[src/rtl/i2s_rx_deserializer_if.sv]
// I2S receive bundle: serial pins in, aligned
// left/right sample pair and status strobes out.
interface i2s_rx_deserializer_if #(
  parameter int unsigned DATA_WIDTH = 16
);
  logic                  I2S_BCK;
  logic                  I2S_DATA;
  logic                  I2S_WS;
  logic [DATA_WIDTH-1:0] APDATA_LEFT_o;
  logic [DATA_WIDTH-1:0] APDATA_RIGHT_o;
  logic                  APDATA_VALID_o;
  logic                  FRAME_ERR_o;

  modport master (
    output I2S_BCK,
    output I2S_DATA,
    output I2S_WS,
    input  APDATA_LEFT_o,
    input  APDATA_RIGHT_o,
    input  APDATA_VALID_o,
    input  FRAME_ERR_o
  );

  modport slave (
    input  I2S_BCK,
    input  I2S_DATA,
    input  I2S_WS,
    output APDATA_LEFT_o,
    output APDATA_RIGHT_o,
    output APDATA_VALID_o,
    output FRAME_ERR_o
  );
endinterface

[src/rtl/i2s_rx_deserializer.sv]
// Oversampling I2S receiver: deserializes the
// external stream into one left+right pair per frame.
module i2s_rx_deserializer #(
  parameter int unsigned DATA_WIDTH    = 16,
  parameter int unsigned SYNC_STAGES   = 2,
  parameter logic        LEFT_WS_LEVEL = 1'b0
) (
  input logic                  AMCLK_i,
  input logic                  ARST,
  i2s_rx_deserializer_if.slave bus
);

  typedef enum logic {
    WAIT_SYNC,
    RUN
  } state_t;

  state_t state_q, state_d;

  logic [SYNC_STAGES-1:0] bck_sync;
  logic [SYNC_STAGES-1:0] data_sync;
  logic [SYNC_STAGES-1:0] ws_sync;
  logic bck_prev, bck_rise;
  logic data_bit, ws_bit;

  logic [5:0] cnt_q, cnt_d, cnt_inc;
  logic [DATA_WIDTH-1:0] cap_q, cap_d, cap_w;
  logic [DATA_WIDTH-1:0] hold_q, hold_d;
  logic [DATA_WIDTH-1:0] left_q, left_d;
  logic [DATA_WIDTH-1:0] right_q, right_d;
  logic ws_prev_q, ws_prev_d;
  logic left_ok_q, left_ok_d;
  logic valid_q, valid_d;
  logic err_q, err_d;

  // Edge detect and samples are registered together
  always_ff @(posedge AMCLK_i or posedge ARST) begin
    if (ARST) begin
      bck_sync  <= '0;
      data_sync <= '0;
      ws_sync   <= '0;
      bck_prev  <= 1'b0;
      bck_rise  <= 1'b0;
      data_bit  <= 1'b0;
      ws_bit    <= 1'b0;
    end else begin
      bck_sync  <= {bck_sync[SYNC_STAGES-2:0], bus.I2S_BCK};
      data_sync <= {data_sync[SYNC_STAGES-2:0], bus.I2S_DATA};
      ws_sync   <= {ws_sync[SYNC_STAGES-2:0], bus.I2S_WS};
      bck_prev  <= bck_sync[SYNC_STAGES-1];
      bck_rise  <= bck_sync[SYNC_STAGES-1] & ~bck_prev;
      data_bit  <= data_sync[SYNC_STAGES-1];
      ws_bit    <= ws_sync[SYNC_STAGES-1];
    end
  end

  always_ff @(posedge AMCLK_i or posedge ARST) begin
    if (ARST) begin
      state_q   <= WAIT_SYNC;
      cnt_q     <= '0;
      cap_q     <= '0;
      hold_q    <= '0;
      left_q    <= '0;
      right_q   <= '0;
      ws_prev_q <= LEFT_WS_LEVEL;
      left_ok_q <= 1'b0;
      valid_q   <= 1'b0;
      err_q     <= 1'b0;
    end else begin
      state_q   <= state_d;
      cnt_q     <= cnt_d;
      cap_q     <= cap_d;
      hold_q    <= hold_d;
      left_q    <= left_d;
      right_q   <= right_d;
      ws_prev_q <= ws_prev_d;
      left_ok_q <= left_ok_d;
      valid_q   <= valid_d;
      err_q     <= err_d;
    end
  end

  always_comb begin
    state_d   = state_q;
    cnt_d     = cnt_q;
    cap_d     = cap_q;
    hold_d    = hold_q;
    left_d    = left_q;
    right_d   = right_q;
    ws_prev_d = ws_prev_q;
    left_ok_d = left_ok_q;
    valid_d   = 1'b0;
    err_d     = 1'b0;
    cnt_inc   = (cnt_q == 6'd63) ? cnt_q : cnt_q + 6'd1;
    cap_w     = cap_q;
    // Bits past DATA_WIDTH match no index and drop out
    for (int i = 0; i < DATA_WIDTH; i++) begin
      if ({26'd0, cnt_q} == 32'(DATA_WIDTH - 1 - i)) begin
        cap_w[i] = data_bit;
      end
    end
    if (bck_rise) begin
      ws_prev_d = ws_bit;
      if (ws_bit != ws_prev_q) begin
        cap_d = '0;
        cnt_d = '0;
        unique case (state_q)
          WAIT_SYNC: state_d = RUN;
          RUN: begin
            err_d = ({26'd0, cnt_inc} < 32'(DATA_WIDTH));
            if (ws_prev_q == LEFT_WS_LEVEL) begin
              hold_d    = cap_w;
              left_ok_d = 1'b1;
            end else if (left_ok_q) begin
              left_d    = hold_q;
              right_d   = cap_w;
              valid_d   = 1'b1;
              left_ok_d = 1'b0;
            end
          end
        endcase
      end else begin
        cap_d = cap_w;
        cnt_d = cnt_inc;
      end
    end
  end

  assign bus.APDATA_LEFT_o  = left_q;
  assign bus.APDATA_RIGHT_o = right_q;
  assign bus.APDATA_VALID_o = valid_q;
  assign bus.FRAME_ERR_o    = err_q;

endmodule

[src/flat_wrapper.sv]
// flat-port wrapper written by rule: the top's interface ports become plain ports
module i2s_rx_deserializer_flat 
#(
  parameter int unsigned DATA_WIDTH    = 16,
  parameter int unsigned SYNC_STAGES   = 2,
  parameter logic        LEFT_WS_LEVEL = 1'b0
)
  (AMCLK_i, ARST, bus_I2S_BCK, bus_I2S_DATA, bus_I2S_WS, bus_APDATA_LEFT_o, bus_APDATA_RIGHT_o, bus_APDATA_VALID_o, bus_FRAME_ERR_o);
  i2s_rx_deserializer_if #(.DATA_WIDTH(DATA_WIDTH)) bus_i ();
  input logic AMCLK_i;
  input logic ARST;
  input wire logic [$bits(bus_i.I2S_BCK)-1:0] bus_I2S_BCK;
  input wire logic [$bits(bus_i.I2S_DATA)-1:0] bus_I2S_DATA;
  input wire logic [$bits(bus_i.I2S_WS)-1:0] bus_I2S_WS;
  output wire logic [$bits(bus_i.APDATA_LEFT_o)-1:0] bus_APDATA_LEFT_o;
  output wire logic [$bits(bus_i.APDATA_RIGHT_o)-1:0] bus_APDATA_RIGHT_o;
  output wire logic [$bits(bus_i.APDATA_VALID_o)-1:0] bus_APDATA_VALID_o;
  output wire logic [$bits(bus_i.FRAME_ERR_o)-1:0] bus_FRAME_ERR_o;
  assign bus_i.I2S_BCK = bus_I2S_BCK;
  assign bus_i.I2S_DATA = bus_I2S_DATA;
  assign bus_i.I2S_WS = bus_I2S_WS;
  assign bus_APDATA_LEFT_o = bus_i.APDATA_LEFT_o;
  assign bus_APDATA_RIGHT_o = bus_i.APDATA_RIGHT_o;
  assign bus_APDATA_VALID_o = bus_i.APDATA_VALID_o;
  assign bus_FRAME_ERR_o = bus_i.FRAME_ERR_o;
  i2s_rx_deserializer #(.DATA_WIDTH(DATA_WIDTH), .SYNC_STAGES(SYNC_STAGES), .LEFT_WS_LEVEL(LEFT_WS_LEVEL)) u_core (.AMCLK_i(AMCLK_i), .ARST(ARST), .bus(bus_i));
endmodule
[config.mk]
export PLATFORM = sky130hd
export DESIGN_NAME = i2s_rx_deserializer_flat
export DESIGN_NICKNAME = d
export VERILOG_FILES = /design/src/rtl/i2s_rx_deserializer_if.sv /design/src/rtl/i2s_rx_deserializer.sv /design/src/flat_wrapper.sv
export SDC_FILE = /design/constraint.sdc
export NUM_CORES = 1
export LEC_CHECK = 0
export CAP_MARGIN = 5
export CORE_MARGIN = 1
export CORE_UTILIZATION = 50
export CTS_CLUSTER_SIZE = 16
export DETAILED_ROUTE_END_ITERATION = 10
export GPL_ROUTABILITY_DRIVEN = 0
export PLACE_DENSITY = 0.69
export SLEW_MARGIN = 20
export SYNTH_ARGS = -nofsm -noshare
export SYNTH_HDL_FRONTEND = slang
export SYNTH_SLANG_ARGS = --single-unit
[constraint.sdc]
create_clock -name AMCLK_i -period 2.7 [get_ports AMCLK_i]
set_input_delay 0.27 -clock AMCLK_i [delete_from_list [all_inputs] [get_ports AMCLK_i]]
set_output_delay 0.27 -clock AMCLK_i [all_outputs]
set_load 0.005 [all_outputs]
==> impl_results.md, run 1 <==
* Status: finished clean
* Boundary Pins at 39
* Placed inst area at 0.00416 sq mm
* Post-CTS Setup Inserts at 0
* Number of flops mapped to enable cells by yosys at 0
* Final max-slew violation count at 0
* DRC errors left at 0
* Routed wire per std cell at 16.8 um
* Design Area, Final at 0.00434 sq mm
* Initial core utilization at 0.517
* Slew HR at 0.458
* Antenna Nets Post-Route at 0
* CORE AREA at 0.00725 sq mm
* Final Cycle Share at 0.748
* # H-tree levels at 3
* Reg2reg path depth at 5
* Comb pwr share at 0.347
* RSZ-0062 raised after global routing: false
* Resized cells post-CTS at 0
* Setup TNS at 0 ns
* Internal at 2.88 mW
* Global-route wire length before repair at 13.3 mm
* Final HPWL DP at 5.29 mm
* # Max-Cap Violations at 0
* Mapped cell area at 0.00375 sq mm
* Async set-reset flop share out of synthesis at 1.00
* Final hold vios at 0
* Vias in the first global route at 2571
* Share of cells above drive strength 1 at 0.127
* Clk_skew at 0.00806 ns
* Lkg Pwr at 1.83 nW
* CTS Hold Bufs at 0
* Register bit total from synthesis at 85
* Reg-to-Reg Start: u_core.ws_prev_q
* Mapped Cells at 338
* Hold Path Class: primary input to asynchronous set/reset pin
* Reg2reg end: u_core.bus.APDATA_LEFT_o[13]
* Sw power at 1.48 mW
* Gr usage total at 0.225
* Startpoint types: register
* Vias per cell at 5.80
* F_max at 495 MHz
* Commonest non-fill, non-tap cells in the layout: 85 x dfrtp_1, 38 x clkdlybuf4s50_1, 34 x a31oi_1
* CTS tree: done
* Yosys top cell area share at 0.567
* Pre-Repair DR Iteration Count at 4
* CTS sink cnt at 85
* Tot Pwr at 4.36 mW
* Total number of vias at 2726
* Port buffer count at 38
* Leading register cell type out of synthesis: dfrtp_1
* Clock Tree Root: clkbuf_8
* Starting DRT DRC Count at 198
* Die Height at 88.6 um
* Ranking of synthesized cells by area: dfrtp_1 57%, a31oi_1 5.7%, mux2_4 4.8%, nand3_1 4.0%, a21oi_1 3.2%
* Diodes inserted at 0
* Die Wd at 88.6 um
* Fill cell count at 616
* Seq/Total Area, Yosys at 0.567
* CP required at 2.94 ns
* FP Rows at 31
* Crit path kind: register to register
* Largest area contributor in the netlist: dfrtp_1
* Total CTS buffers at 9
* Initial antenna violation count at 0
* R2r setup slk at 0.68 ns
* Final Setup Violations at 0
* Distinct cells, synth at 41
* Most common cell after layout, fill and taps aside: dfrtp_1
* Net Sw Frac at 0.340
* Clock latency on the worst-skew pair at 0.35 ns
* Routed WL at 7.91 mm
* Die ar. at 0.00786 sq mm
* Peak supply drop at 516 uV
* Area grow syn2layout at 15.7%
* Largest net degree at the start of global routing at 52
* Syn_area_per_cell at 11.1 sq um
* Syn Nets at 348
* Clock Path Buffers at 2
* Clock transition at path regs at 0.09 ns
* Fin crit period at 2.02 ns
* Worst-path maximum fanout at 33
* Setup crit end kind: register
* Crit path launch: u_core.ws_prev_q
* Ys Warns at 0
* Clock share of power at 0.188
* Power per cell area at 1000 mW/mm^2
* Worst Max-Slew Pin Slew at 0.811 ns
* Critical path arrival at 2.26 ns
* Nets at 376
* Total gr overflow at 0
* Sequential share of power at 0.464
[worst max-delay path by stage]
stage                                   end  cells past startpoint  slack, ns
2_1_floorplan               u_core.bck_prev                      1       0.24
3_3_place_gp   u_core.bus.APDATA_LEFT_o[15]                      5       0.72
3_5_place_dp   u_core.bus.APDATA_LEFT_o[14]                      5       0.69
4_1_cts        u_core.bus.APDATA_LEFT_o[14]                      5       0.68
5_1_grt        u_core.bus.APDATA_LEFT_o[13]                      5       0.56
6_report       u_core.bus.APDATA_LEFT_o[13]                      5       0.68
[metal layers]
layer | global-route usage | up-vias | share of wire
li1 | - | 1287 | -
met1 | 0.340 | 1347 | 0.49
met2 | 0.328 | 84 | 0.45
met3 | 0.0364 | 8 | 0.051
met4 | 0.0777 | 0 | 0.0083
met5 | 0 | - | 0
[cell usage after synthesis (4+ instances only)]
cell,instances
and3_1,6
mux2_2,4
nand3_1,30
clkbuf_1,16
o221ai_1,8
inv_1,18
buf_6,6
o21ai_0,18
a31oi_1,34
dfrtp_1,85
a21oi_1,24
mux2_4,12
ha_1,5
nor2_1,17
o211ai_1,6
nand2_1,14
[critical path, stage by stage, from the launching register on]
cell and delay, ns:
dfrtp_1 0.36, inv_1 0.06, ha_1 0.38, and3b_1 0.26, and2_4 0.44, mux2_2 0.39
[layout make-up]
type                    instances  area [sq um]  area share
clock buffers                   9           124      0.0285
inverters                      19          72.6      0.0167
well taps                      99           124      0.0285
clock inverters                 7          57.6      0.0133
multi-input cells             205          1390       0.319
repair buffers                 46           453       0.104
flip-flops and latches         85          2130       0.490
[state kept, by name, summed over array words and instances (netlist names), 2 cells and up]
signal / cells
u_core.bck_sync: 2
u_core.bus.APDATA_LEFT_o: 16
u_core.bus.APDATA_RIGHT_o: 16
u_core.cap_q: 16
u_core.cnt_q: 6
u_core.data_sync: 2
u_core.hold_q: 16
u_core.ws_sync: 2
[cells by family after synthesis]
family                     share of synthesized area
and+or+nand+nor                                0.125
buffers and inverters                         0.0640
adders and majority gates                     0.0167
AOI/OAI and AO/OA                              0.162
muxes                                         0.0654
DFF                                            0.567
[metrics by stage]
step                      setup WS [ns]  utilization  hold WS [ns]  std cells
after floorplan                   0.237            -         0.301        338
after global placement            0.725        0.574         0.335        454
after detailed placement          0.691        0.574         0.336        454
after CTS                         0.676        0.599         0.315        470
after global routing              0.559        0.599         0.338        470
final                             0.680        0.599         0.304        470
[power groups by stage]
| stage | logic [mW] | registers [mW] | clock network (mW) |
|---|---|---|---|
| final | 1.52 | 2.03 | 0.822 |
| after global placement | 1.48 | 2.04 | 0 |
| after detailed placement | 1.51 | 2.05 | 0 |
| after floorplan | 0.857 | 1.98 | 0 |
| after global routing | 1.68 | 2.09 | 0.893 |
| after CTS | 1.52 | 2.03 | 0.844 |
(Power assumes the default switching activity.)
==> run 2: changes to the inputs <==
--- a/config.mk
+++ b/config.mk
@@ -11,7 +11,7 @@
 export CTS_CLUSTER_SIZE = 16
 export DETAILED_ROUTE_END_ITERATION = 10
 export GPL_ROUTABILITY_DRIVEN = 0
-export PLACE_DENSITY = 0.69
+export PLACE_DENSITY = 0.71
 export SLEW_MARGIN = 20
 export SYNTH_ARGS = -nofsm -noshare
 export SYNTH_HDL_FRONTEND = slang
==> constraint.sdc (replaced) <==
create_clock -name AMCLK_i -period 1.8 [get_ports AMCLK_i]
set_input_delay 0.18 -clock AMCLK_i [delete_from_list [all_inputs] [get_ports AMCLK_i]]
set_output_delay 0.18 -clock AMCLK_i [all_outputs]
set_load 0.005 [all_outputs]
==> run 2 against run 1 <==
Compared with the run above: core utilization is 3.4 points higher; clock skew is 0.0027 ns higher; worst setup slack lost 0.62 ns; routed wire length grew 12%; clock power increased by 51%; combinational power increased by 66%; hold slack worse by 0.055 ns; critical endpoint is now u_core.bus.APDATA_RIGHT_o[11]; sequential share of layout area down 2.6 points; sequential power is 50% higher.
==> impl_results.md, run 2 (synthesis results as in run 1) <==
* Clk_skew at 0.0108 ns
* Starting DRT DRC Count at 239
* Area grow syn2layout at 22.3%
* Critical-path top delay cell: dfrtp_2
* CTS tree: done
* Vias per cell at 5.95
* Lkg Pwr at 1.97 nW
* RSZ-0062 raised after global routing: false
* Fill cell count at 593
* Nets at 405
* Global-route wire length before repair at 13.9 mm
* # H-tree levels at 3
* Crit path kind: register to register
* # Max-Cap Violations at 0
* Setup crit end kind: register
* Vias in the first global route at 2806
* Peak supply drop at 586 uV
* Most common cell after layout, fill and taps aside: dfrtp_1
* Pre-Repair DR Iteration Count at 5
* Initial core utilization at 0.517
* Antenna Nets Post-Route at 0
* Placed inst area at 0.00438 sq mm
* CTS sink cnt at 85
* DRC errors left at 0
* Final max-slew violation count at 0
* Final Setup Violations at 0
* Final hold vios at 0
* CTS Hold Bufs at 0
* Clock Tree Root: clkbuf_8
* Initial antenna violation count at 0
* Startpoint types: register
* Share of cells above drive strength 1 at 0.198
* Final Cycle Share at 0.965
* Worst Max-Slew Pin Slew at 0.473 ns
* Total number of vias at 2971
* Clock Path Buffers at 2
* Fin crit period at 1.74 ns
* Critical path arrival at 1.96 ns
* Port buffer count at 38
* Commonest non-fill, non-tap cells in the layout: 84 x dfrtp_1, 38 x clkdlybuf4s50_1, 34 x a31oi_1
* Worst-path maximum fanout at 14
* Crit-path cells: or4b_4 -> o21ai_0 -> a31oi_1
* Die Wd at 88.6 um
* Largest net degree at the start of global routing at 86
* Total gr overflow at 0
* Status: finished clean
* Die ar. at 0.00786 sq mm
* Die Height at 88.6 um
* Routed wire per std cell at 17.7 um
* CP required at 2.03 ns
* Worst Hold Slack at 0.249 ns
* Clock transition at path regs at 0.09 ns
* Final HPWL DP at 5.81 mm
* Gr usage total at 0.234
* Hold Path Class: primary input to register
* Total CTS buffers at 9
* CORE AREA at 0.00725 sq mm
* F_max at 576 MHz
* Clock latency on the worst-skew pair at 0.37 ns
* Design Area, Final at 0.00459 sq mm
* Boundary Pins at 39
* Post-CTS Setup Inserts at 0
* Diodes inserted at 0
* Routed WL at 8.85 mm
* Power per cell area at 1490 mW/mm^2
* FP Rows at 31
* Slew HR at 0.681
* Slowest cell delay on critical path at 0.52 ns
-- run 2: changes by cell type in the layout (fill, tap and decap cells not counted), moves of 2 or more --
cell / change
clkinvlp_4: +2
o21ai_0: -3
buf_4: +26
o21ai_1: +3
-- run 2: repair_timing --
action / in CTS / in global routing
pin swaps: 0 / 0
gates resized for setup: 2 / 8
gates cloned: 0 / 2
setup endpoints to repair: 7 / 35
-- run 2: metal layers --
metal | GRT usage | wire (um)
met1 | 0.324 | 4040
met2 | 0.364 | 4200
met3 | 0.0326 | 526
met4 | 0.117 | 84
met5 | 0 | 0
-- run 2: power by group --
group,internal (mW),total (mW),switching [mW]
sequential,2.60,3.04,0.446
combinational,1.39,2.53,1.14
clock,0.511,1.24,0.733
-- run 2: worst paths after layout --
path                                    start                       endpoint  depth (start not counted)  slack (ns)
hold reg to reg            u_core.bck_sync[0]             u_core.bck_sync[1]                          0        0.35
setup reg to reg              u_core.cnt_q[2]  u_core.bus.APDATA_RIGHT_o[11]                          3        0.06
max in group asynchronous                ARST               u_core.hold_q[7]                          3        1.16
setup / recovery              u_core.cnt_q[2]  u_core.bus.APDATA_RIGHT_o[11]                          3        0.06
hold / removal                   bus_I2S_DATA            u_core.data_sync[0]                          1        0.25
min in group asynchronous                ARST                u_core.cap_q[9]                          3        0.28
-- run 2: cell type report --
type / instances / area, sq um / share of cell area
well taps: 99 / 124 / 0.0270
multi-input cells: 207 / 1420 / 0.309
repair buffers: 73 / 668 / 0.146
inverters: 19 / 75.1 / 0.0164
flip-flops and latches: 85 / 2130 / 0.464
clock inverters: 6 / 47.5 / 0.0104
clock buffers: 10 / 128 / 0.0278
-- run 2: stage by stage --
step                      instances  total power, mW  TNS, ns  utilization  setup WS, ns
after floorplan                 338             4.26    -1.23            -        -0.106
after global placement          481             5.46        0        0.604        0.0231
after detailed placement        481             5.58  -0.0660        0.604       -0.0297
after CTS                       497             6.83        0        0.629       0.00293
after global routing            499             7.26        0        0.633        0.0111
final                           499             6.82        0        0.633        0.0632
-- run 2: critical path: cells and delay by family, from the launching register on --
family | cells | cell delay (ns)
simple gates | 1 | 0.52
compound gates | 2 | 0.56
flops | 1 | 0.52
